$ cat src/rtl/ctrl_sequencer_if.sv
// ctrl_sequencer_if: fetch bus, execute handshake, PC control and interrupt signals
// of the sequencer; master is the sequencer side.
interface ctrl_sequencer_if #(
    parameter int DATA_W  = 8,
    parameter int INSTR_W = 16,
    parameter int ADDR_W  = 16
);
    logic [ADDR_W-1:0]  pc_in;
    logic               mem_rd;
    logic [ADDR_W-1:0]  mem_addr;
    logic [DATA_W-1:0]  mem_rdata;
    logic               mem_ready;
    logic [INSTR_W-1:0] instr;
    logic               instr_valid;
    logic               exec_ready;
    logic               exec_last;
    logic               exec_pc_wr;
    logic               pc_inc;
    logic               pc_load;
    logic [ADDR_W-1:0]  pc_load_val;
    logic               irq;
    logic               irq_en;
    logic               irq_ack;
    logic               bus_err;

    modport master (
        input  pc_in, mem_rdata, mem_ready, exec_ready, exec_last, exec_pc_wr, irq, irq_en,
        output mem_rd, mem_addr, instr, instr_valid, pc_inc, pc_load, pc_load_val, irq_ack, bus_err
    );
    modport slave (
        output pc_in, mem_rdata, mem_ready, exec_ready, exec_last, exec_pc_wr, irq, irq_en,
        input  mem_rd, mem_addr, instr, instr_valid, pc_inc, pc_load, pc_load_val, irq_ack, bus_err
    );
endinterface

$ cat src/rtl/ctrl_sequencer.sv
// ctrl_sequencer: fetches an instruction in DATA_W beats, offers it to execute, waits for
// completion and takes interrupts only at instruction boundaries. State moves on falling clk.
module ctrl_sequencer #(
    parameter int                DATA_W   = 8,
    parameter int                INSTR_W  = 16,
    parameter int                ADDR_W   = 16,
    parameter int                MAX_WAIT = 15,
    parameter logic [ADDR_W-1:0] IRQ_VEC  = 'h4
) (
    input logic               clk,
    input logic               reset,
    ctrl_sequencer_if.master  bus
);
    localparam int BEATS = INSTR_W / DATA_W;
    localparam int BW    = BEATS > 1 ? $clog2(BEATS) : 1;
    localparam int WW    = $clog2(MAX_WAIT + 1);

    typedef enum logic [2:0] {BOUND, FETCH, DISPATCH, EXEC, IRQ, ERR} state_e;

    state_e             state_q, state_d;
    logic [BW-1:0]      beat_q, beat_d;
    logic [WW-1:0]      wait_q, wait_d;
    logic [INSTR_W-1:0] instr_q, instr_d;
    logic               done;
    logic               mem_rd_q, instr_valid_q, pc_inc_q, pc_load_q, irq_ack_q, bus_err_q;
    logic [ADDR_W-1:0]  mem_addr_q, pc_load_val_q;

    always_comb begin
        state_d = state_q;
        beat_d  = beat_q;
        wait_d  = wait_q;
        instr_d = instr_q;
        done    = 1'b0;
        case (state_q)
            BOUND: begin
                state_d = (bus.irq && bus.irq_en) ? IRQ : FETCH;
                beat_d  = '0;
                wait_d  = '0;
            end
            IRQ: state_d = BOUND;
            FETCH: begin
                if (bus.mem_ready) begin
                    instr_d[beat_q*DATA_W +: DATA_W] = bus.mem_rdata;
                    wait_d  = '0;
                    beat_d  = beat_q + 1'b1;
                    state_d = (beat_q == BW'(BEATS - 1)) ? DISPATCH : FETCH;
                end else begin
                    wait_d  = wait_q + 1'b1;
                    state_d = (wait_d == WW'(MAX_WAIT)) ? ERR : FETCH;
                end
            end
            DISPATCH: begin
                done    = bus.exec_ready && bus.exec_last;
                state_d = bus.exec_ready ? (bus.exec_last ? BOUND : EXEC) : DISPATCH;
            end
            EXEC: begin
                done    = bus.exec_last;
                state_d = bus.exec_last ? BOUND : EXEC;
            end
            default: state_d = ERR;
        endcase
    end

    // Outputs are registered from the next state so they line up with the state they describe.
    always_ff @(negedge clk or posedge reset) begin
        if (reset) begin
            state_q       <= BOUND;
            beat_q        <= '0;
            wait_q        <= '0;
            instr_q       <= '0;
            mem_rd_q      <= 1'b0;
            mem_addr_q    <= '0;
            instr_valid_q <= 1'b0;
            pc_inc_q      <= 1'b0;
            pc_load_q     <= 1'b0;
            pc_load_val_q <= '0;
            irq_ack_q     <= 1'b0;
            bus_err_q     <= 1'b0;
        end else begin
            state_q       <= state_d;
            beat_q        <= beat_d;
            wait_q        <= wait_d;
            instr_q       <= instr_d;
            mem_rd_q      <= state_d == FETCH;
            mem_addr_q    <= (state_d == FETCH) ? bus.pc_in + ADDR_W'(beat_d) : mem_addr_q;
            instr_valid_q <= state_d == DISPATCH;
            pc_inc_q      <= done && !bus.exec_pc_wr;
            pc_load_q     <= state_d == IRQ;
            pc_load_val_q <= (state_d == IRQ) ? IRQ_VEC : pc_load_val_q;
            irq_ack_q     <= state_d == IRQ;
            bus_err_q     <= state_d == ERR;
        end
    end

    assign bus.mem_rd      = mem_rd_q;
    assign bus.mem_addr    = mem_addr_q;
    assign bus.instr       = instr_q;
    assign bus.instr_valid = instr_valid_q;
    assign bus.pc_inc      = pc_inc_q;
    assign bus.pc_load     = pc_load_q;
    assign bus.pc_load_val = pc_load_val_q;
    assign bus.irq_ack     = irq_ack_q;
    assign bus.bus_err     = bus_err_q;
endmodule

$ cat src/flat_wrapper.sv
// flat-port wrapper written by rule: the top's interface ports become plain ports
module ctrl_sequencer_flat 
#(
    parameter int                DATA_W   = 8,
    parameter int                INSTR_W  = 16,
    parameter int                ADDR_W   = 16,
    parameter int                MAX_WAIT = 15,
    parameter logic [ADDR_W-1:0] IRQ_VEC  = 'h4
)
  (clk, reset, bus_pc_in, bus_mem_rdata, bus_mem_ready, bus_exec_ready, bus_exec_last, bus_exec_pc_wr, bus_irq, bus_irq_en, bus_mem_rd, bus_mem_addr, bus_instr, bus_instr_valid, bus_pc_inc, bus_pc_load, bus_pc_load_val, bus_irq_ack, bus_bus_err);
  ctrl_sequencer_if #(.DATA_W(DATA_W), .INSTR_W(INSTR_W), .ADDR_W(ADDR_W)) bus_i ();
  input logic clk;
  input logic reset;
  input wire logic [$bits(bus_i.pc_in)-1:0] bus_pc_in;
  input wire logic [$bits(bus_i.mem_rdata)-1:0] bus_mem_rdata;
  input wire logic [$bits(bus_i.mem_ready)-1:0] bus_mem_ready;
  input wire logic [$bits(bus_i.exec_ready)-1:0] bus_exec_ready;
  input wire logic [$bits(bus_i.exec_last)-1:0] bus_exec_last;
  input wire logic [$bits(bus_i.exec_pc_wr)-1:0] bus_exec_pc_wr;
  input wire logic [$bits(bus_i.irq)-1:0] bus_irq;
  input wire logic [$bits(bus_i.irq_en)-1:0] bus_irq_en;
  output wire logic [$bits(bus_i.mem_rd)-1:0] bus_mem_rd;
  output wire logic [$bits(bus_i.mem_addr)-1:0] bus_mem_addr;
  output wire logic [$bits(bus_i.instr)-1:0] bus_instr;
  output wire logic [$bits(bus_i.instr_valid)-1:0] bus_instr_valid;
  output wire logic [$bits(bus_i.pc_inc)-1:0] bus_pc_inc;
  output wire logic [$bits(bus_i.pc_load)-1:0] bus_pc_load;
  output wire logic [$bits(bus_i.pc_load_val)-1:0] bus_pc_load_val;
  output wire logic [$bits(bus_i.irq_ack)-1:0] bus_irq_ack;
  output wire logic [$bits(bus_i.bus_err)-1:0] bus_bus_err;
  assign bus_i.pc_in = bus_pc_in;
  assign bus_i.mem_rdata = bus_mem_rdata;
  assign bus_i.mem_ready = bus_mem_ready;
  assign bus_i.exec_ready = bus_exec_ready;
  assign bus_i.exec_last = bus_exec_last;
  assign bus_i.exec_pc_wr = bus_exec_pc_wr;
  assign bus_i.irq = bus_irq;
  assign bus_i.irq_en = bus_irq_en;
  assign bus_mem_rd = bus_i.mem_rd;
  assign bus_mem_addr = bus_i.mem_addr;
  assign bus_instr = bus_i.instr;
  assign bus_instr_valid = bus_i.instr_valid;
  assign bus_pc_inc = bus_i.pc_inc;
  assign bus_pc_load = bus_i.pc_load;
  assign bus_pc_load_val = bus_i.pc_load_val;
  assign bus_irq_ack = bus_i.irq_ack;
  assign bus_bus_err = bus_i.bus_err;
  ctrl_sequencer #(.DATA_W(DATA_W), .INSTR_W(INSTR_W), .ADDR_W(ADDR_W), .MAX_WAIT(MAX_WAIT), .IRQ_VEC(IRQ_VEC)) u_core (.clk(clk), .reset(reset), .bus(bus_i));
endmodule
$ cat config.mk
export PLATFORM = sky130hd
export DESIGN_NAME = ctrl_sequencer_flat
export DESIGN_NICKNAME = d
export VERILOG_FILES = /design/src/rtl/ctrl_sequencer_if.sv /design/src/rtl/ctrl_sequencer.sv /design/src/flat_wrapper.sv
export SDC_FILE = /design/constraint.sdc
export NUM_CORES = 1
export LEC_CHECK = 0
export ABC_AREA = 1
export CAP_MARGIN = 40
export CORE_ASPECT_RATIO = 1.25
export CORE_MARGIN = 4
export CORE_UTILIZATION = 49
export DETAILED_ROUTE_END_ITERATION = 8
export PLACE_DENSITY = 0.82
export SETUP_SLACK_MARGIN = 0.4
export SYNTH_ARGS = -nofsm -noshare
export SYNTH_HDL_FRONTEND = slang
export SYNTH_SLANG_ARGS = --single-unit
$ cat constraint.sdc
create_clock -name clk -period 7 [get_ports clk]
set_input_delay 1.75 -clock clk [delete_from_list [all_inputs] [get_ports clk]]
set_output_delay 1.75 -clock clk [all_outputs]
set_load 0.01 [all_outputs]
==> results.cfg, run 1 <==
[drt]
wl_per_cell_um = 12.8
via_count = 2086
drc = 0
totalWireLength_um = 5530
drt_iter0_drc = 94
dr.pass1.iters = 4
ant_nets = 0
avgViaCountPerCell = 4.84

[clock_tree]
path_clk_slew_ns = 0.06
cts_sinks = 46
cts-buffers-inserted = 5
cts_tree = done
cts_buffer_depth = 2
insertion_delay_ns = 0.29
cts_root_buf = clkbuf_8
cts_htree_levels = 2

[floorplanning]
num_rows = 28
io_pins = 86
die-area_um2 = 6180
core_area_um2 = 4760
die_h_um = 86.9
start_util_pct = 51.3
chipWidth_um = 71.1

[timing]
relSlewSlack_pct = 61.0
rsz0062_at_grt = true
hold_viol_final = 0
setup_viol = 0
setup_ws_ns = 0.478
tightest_slew_ns = 0.583
drv_slew = 0
worst_hold_slack_ns = 0.425
worst_clock_skew_ns = 0.00592

[min_path]
hp-start = u_core.bus.mem_addr[11]
min_path_type = reg -> reg
hold_path_end = u_core.bus.mem_addr[11]
hold_path_depth = 2

[global_routing]
grt_use_total_pct = 18.5
antenna_found_initial = 0
grt_pass1_wl_um = 9290
grt_overflow_total = 0
grt_pass1_vias = 2122
grt_max_degree = 28

[synth]
synthCells = 287
syn_avg_cell_area_um2 = 8.51
ys_async_sr_fraction_pct = 100
synth_top_flop_cell = dfrtn_1
ys_seq_area_share_pct = 47.1
synth_cell_types = 29
ys_ff_latch = 46
synth_edf_count = 0
yosys_warnings = 0
synth_area_um2 = 2440

[critical_path]
critPathArrivalTime_ns = 4.77
crit_required_ns = 5.25
path_cells = clkdlybuf4s50_1
worstSetupPathType = reg -> out
crit_buf_inv = 1
r2r-end = u_core.bus.mem_addr[14]
r2r-start = u_core.state_q[1]
r2r_cells = 13
endpoint_kind = output pin
crit_family = buffers and inverters
critPathMaxFanout = 2
rrSetupSlack_ns = 4.64
cpPeakStageDelay_ns = 0.55
crit_path_start_kind = register
cpMaxStageDelayCell = clkdlybuf4s50_1

[cells_and_area]
num-fill-cells = 382
register_area_um2 = 1150
layout_commonest_cell = clkdlybuf4s50_1
final_cell_mix = clkdlybuf4s50_1 (69), nand2_1 (65), dfrtn_1 (46), o21ai_0 (34), inv_1 (29)
fin_util_pct = 71.0
multiInputGateArea_um2 = 1110
drive_gt1_share_pct = 15.1
nets = 408
diodes = 0
area_growth_pct = 38.5

[power_and_ir_drop]
power_w = 0.000474
p_comb_share_pct = 10.4
clkPwrFrac_pct = 33.3
p_leak_nw = 1.68
peakVddDrop_mv = 0.0956
intPower_w = 0.000362
seq_power_share_pct = 56.4
powerDensity_nw_per_um2 = 140
power.switching_w = 0.000112
p_sw_share_pct = 23.6

[placed_design]
dp_hpwl_um = 4380
io_buffers = 70
gp_congestion = 0.929
place_ws_ns = -0.301

[run]
cap_violations = 0

[run_status]
outcome = finished clean
## power groups by stage
stage	sequential (W)	clock [W]	combinational, W
after floorplan	0.000272	0	0.0000265
after global placement	0.000272	0	0.0000473
after detailed placement	0.000272	0	0.0000485
after CTS	0.000267	0.000161	0.0000484
after global routing	0.000267	0.000171	0.0000541
final	0.000267	0.000158	0.0000492
## cells in the mapped netlist, types with 2 or more instances
library cell   n  area (um2)
nand2_1       66         248
dfrtn_1       46        1150
o21ai_0       35         175
inv_1         31         116
nor2_1        20        75.1
buf_4         17         128
nand3_1       13        65.1
nand2_2       10        62.6
xor2_1         8        70.1
ha_1           6        75.1
xnor2_1        6        52.6
nand4_1        4        25.0
inv_2          3        11.3
buf_6          2        22.5
clkbuf_1       2        7.51
nand2_4        2        22.5
nor2_2         2        12.5
nor3_1         2        10.0
o21ai_1        2        10.0
## how the worst max path moves through the flow
stage | from | to | slack, ns | depth (start not counted)
global route | bus_pc_in[0] | u_core.bus.mem_addr[14] | 0.39 | 9
global placement | bus_mem_ready | u_core.bus.mem_addr[12] | -0.23 | 13
detailed placement | bus_mem_ready | u_core.bus.mem_addr[12] | -0.30 | 13
floorplan | bus_mem_ready | u_core.bus.mem_addr[12] | 0.35 | 12
CTS | bus_pc_in[0] | u_core.bus.mem_addr[14] | 0.46 | 9
finish | u_core.bus.mem_addr[0] | bus_mem_addr[0] | 0.48 | 1
## state kept, by name, indices dropped and copies added, names as in the netlist, 3 cells and up
register and count:
u_core.state_q 3, u_core.bus.mem_addr 16, u_core.bus.instr 16, u_core.wait_q 4
## metrics by stage
stage | instance area, um2 | TNS [ns] | std cells
floorplan | 2550 | 0 | 301
global placement | 3270 | -2.10 | 422
detailed placement | 3270 | -2.79 | 422
CTS | 3360 | 0 | 430
global route | 3380 | 0 | 431
finish | 3380 | 0 | 431
## repair_timing
action                     CTS  global route
setup endpoints to repair   19             7
pin swaps                    5             4
resized for setup            6             4
hold buffers                 0             0
buffers inserted             0             1
## routing by layer
| layer | vias to the layer above | routed length (um) | GRT usage [%] |
|---|---|---|---|
| li1 | 1037 | - | - |
| met1 | 981 | 2150 | 21.0 |
| met2 | 57 | 2990 | 34.7 |
| met3 | 11 | 250 | 3.12 |
| met4 | 0 | 131 | 6.50 |
| met5 | - | 0 | 0 |
## cell families (layout without fill, tap and decap cells)
| family | Yosys count | after routing | share of synthesized area [%] |
|---|---|---|---|
| fa+ha+maj | 6 | 6 | 3.07 |
| buf+inv | 56 | 126 | 12.5 |
| xor+xnor | 14 | 14 | 5.02 |
| other cells | 1 | 15 | 0.154 |
| compound gates | 41 | 41 | 8.86 |
| flops | 46 | 46 | 47.1 |
| simple gates | 123 | 123 | 23.3 |
## area by class of cell
cell class	instances	area share (%)
Clock buffer	6	2.14
Multi-Input combinational cell	199	32.8
Clock inverter	2	0.407
Timing Repair Buffer	84	24.6
Tap cell	60	2.22
Inverter	34	3.77
Sequential cell	46	34.0
Power figures use the tool's default switching activity.
==> inputs of run 2 (changes only) <==
--- a/config.mk
+++ b/config.mk
@@ -8,7 +8,7 @@
 export ABC_AREA = 1
 export CAP_MARGIN = 40
 export CORE_ASPECT_RATIO = 1.25
-export CORE_MARGIN = 4
+export CORE_MARGIN = 2
 export CORE_UTILIZATION = 49
 export DETAILED_ROUTE_END_ITERATION = 8
 export PLACE_DENSITY = 0.82
==> run 2 against run 1 <==
Net effect:
- combinational power decreased by 5.5%
- critical path depth increased by 11
- sequential power about the same
- critical path type is now in -> reg
- clock-buffer cell count increased by 1
- clock power increased by 7%
- core utilization decreased by 1.2 points
- flip-flop and latch count unchanged
==> results.cfg, run 2 (synthesized netlist as in run 1, its figures left out) <==
[power_and_ir_drop]
peakVddDrop_mv = 0.0978
power_w = 0.000483
powerDensity_nw_per_um2 = 145
p_leak_nw = 1.65

[drt]
totalWireLength_um = 5150
drc = 0
via_count = 2033
avgViaCountPerCell = 4.76
wl_per_cell_um = 12.1
dr.pass1.iters = 4
drt_iter0_drc = 89
ant_nets = 0

[critical_path]
critPathMaxFanout = 3
endpoint_kind = register
critPathArrivalTime_ns = 3.18
worstSetupPathType = in -> reg
crit_path_start_kind = input pin
crit_required_ns = 3.65

[timing]
rsz0062_at_grt = true
tightest_slew_ns = 0.566
relSlewSlack_pct = 62.2
setup_viol = 0
setup_tns_ns = 0
worst_clock_skew_ns = 0.00565
drv_slew = 0
hold_viol_final = 0

[global_routing]
grt_pass1_vias = 1986
grt_overflow_total = 0
antenna_found_initial = 0
busiest_layer = met2
grt_pass1_wl_um = 8630
use_met2_pct = 37.0
grt_use_total_pct = 20.0
gr-usage-met1_pct = 21.7
met3_usage_pct = 4.34
grt_max_degree = 47

[floorplanning]
core_area_um2 = 4760
num_rows = 28
chipWidth_um = 67.1
start_util_pct = 51.3
die-area_um2 = 5570
die_h_um = 82.9
io_pins = 86

[placed_design]
dp_hpwl_um = 3960
io_buffers = 70
gp_congestion = 0.848

[clock_tree]
cts_buffer_depth = 2
cts_sinks = 46
cts_root_buf = clkbuf_8
cts_tree = done
cts-buffers-inserted = 5
path_clk_slew_ns = 0.06
cts_htree_levels = 2
insertion_delay_ns = 0.30

[cells_and_area]
diodes = 0
area_growth_pct = 36.2
final_cell_mix = clkdlybuf4s50_1 (69), nand2_1 (66), dfrtn_1 (46), o21ai_0 (34), inv_1 (29)
layout_commonest_cell = clkdlybuf4s50_1
fin_util_pct = 69.8
drive_gt1_share_pct = 14.4
nets = 404

[min_path]
min_path_type = reg -> reg

[run]
cap_violations = 0

[run_status]
outcome = finished clean
run 2: critical path: stages:
cell	delay [ns]
buf_2	0.12
ha_4	0.25
nand2_1	0.05
o21ai_2	0.07
ha_2	0.24
ha_4	0.15
nand3_4	0.08
nor2_4	0.11
nand4_1	0.11
xnor2_1	0.15
nand2_2	0.06
nand2_1	0.04
run 2: power breakdown:
group | switching [W] | leakage, nW | internal (W)
sequential | 0 | 0.601 | 0.000267
clock | 0.0000878 | 0.0489 | 0.0000816
combinational | 0.0000235 | 1.00 | 0.0000229
total | 0.000111 | 1.65 | 0.000372
run 2: layout make-up:
cell class | count | area (um2)
Fill cell | 422 | 1440
Inverter | 34 | 128
Multi-Input combinational cell | 199 | 1110
Timing Repair Buffer | 80 | 771
Clock inverter | 1 | 8.76
Clock buffer | 7 | 86.3
Sequential cell | 46 | 1150
Tap cell | 60 | 75.1
run 2: worst paths after layout:
kind,startpoint,endpoint,slack (ns),depth (start not counted)
min,u_core.bus.pc_load_val[2],u_core.bus.pc_load_val[2],0.42,1
max reg2reg,u_core.state_q[2],u_core.bus.mem_addr[14],4.65,13
min in group asynchronous,reset,u_core.bus.instr[5],5.29,3
min reg2reg,u_core.bus.pc_load_val[2],u_core.bus.pc_load_val[2],0.42,1
max in group asynchronous,reset,u_core.state_q[1],1.29,3
max,bus_mem_ready,u_core.bus.mem_addr[14],0.47,12
run 2: routing by layer:
| metal | vias up | share of wire (%) | wire, um |
|---|---|---|---|
| li1 | 1029 | - | - |
| met3 | 4 | 4.6 | 239 |
| met1 | 944 | 39 | 2020 |
| met5 | - | 0 | 0 |
| met2 | 56 | 55 | 2810 |
| met4 | 0 | 1.5 | 76 |
run 2: timing repair:
item,in CTS,in global routing
endpoints found under the setup margin,18,2
pin swaps,5,3
gates resized for setup,8,0
setup buffers,0,0
hold buffers,0,0
run 2: through the flow:
stage	instances	hold slack (ns)	instance area [um2]	worst slack, ns
6_report	427	0.420	3330	0.470
3_3_place_gp	419	0.418	3220	-0.218
4_1_cts	427	0.425	3330	0.454
3_5_place_dp	419	0.424	3220	-0.267
2_1_floorplan	301	0.467	2550	0.349
5_1_grt	427	0.435	3330	0.391
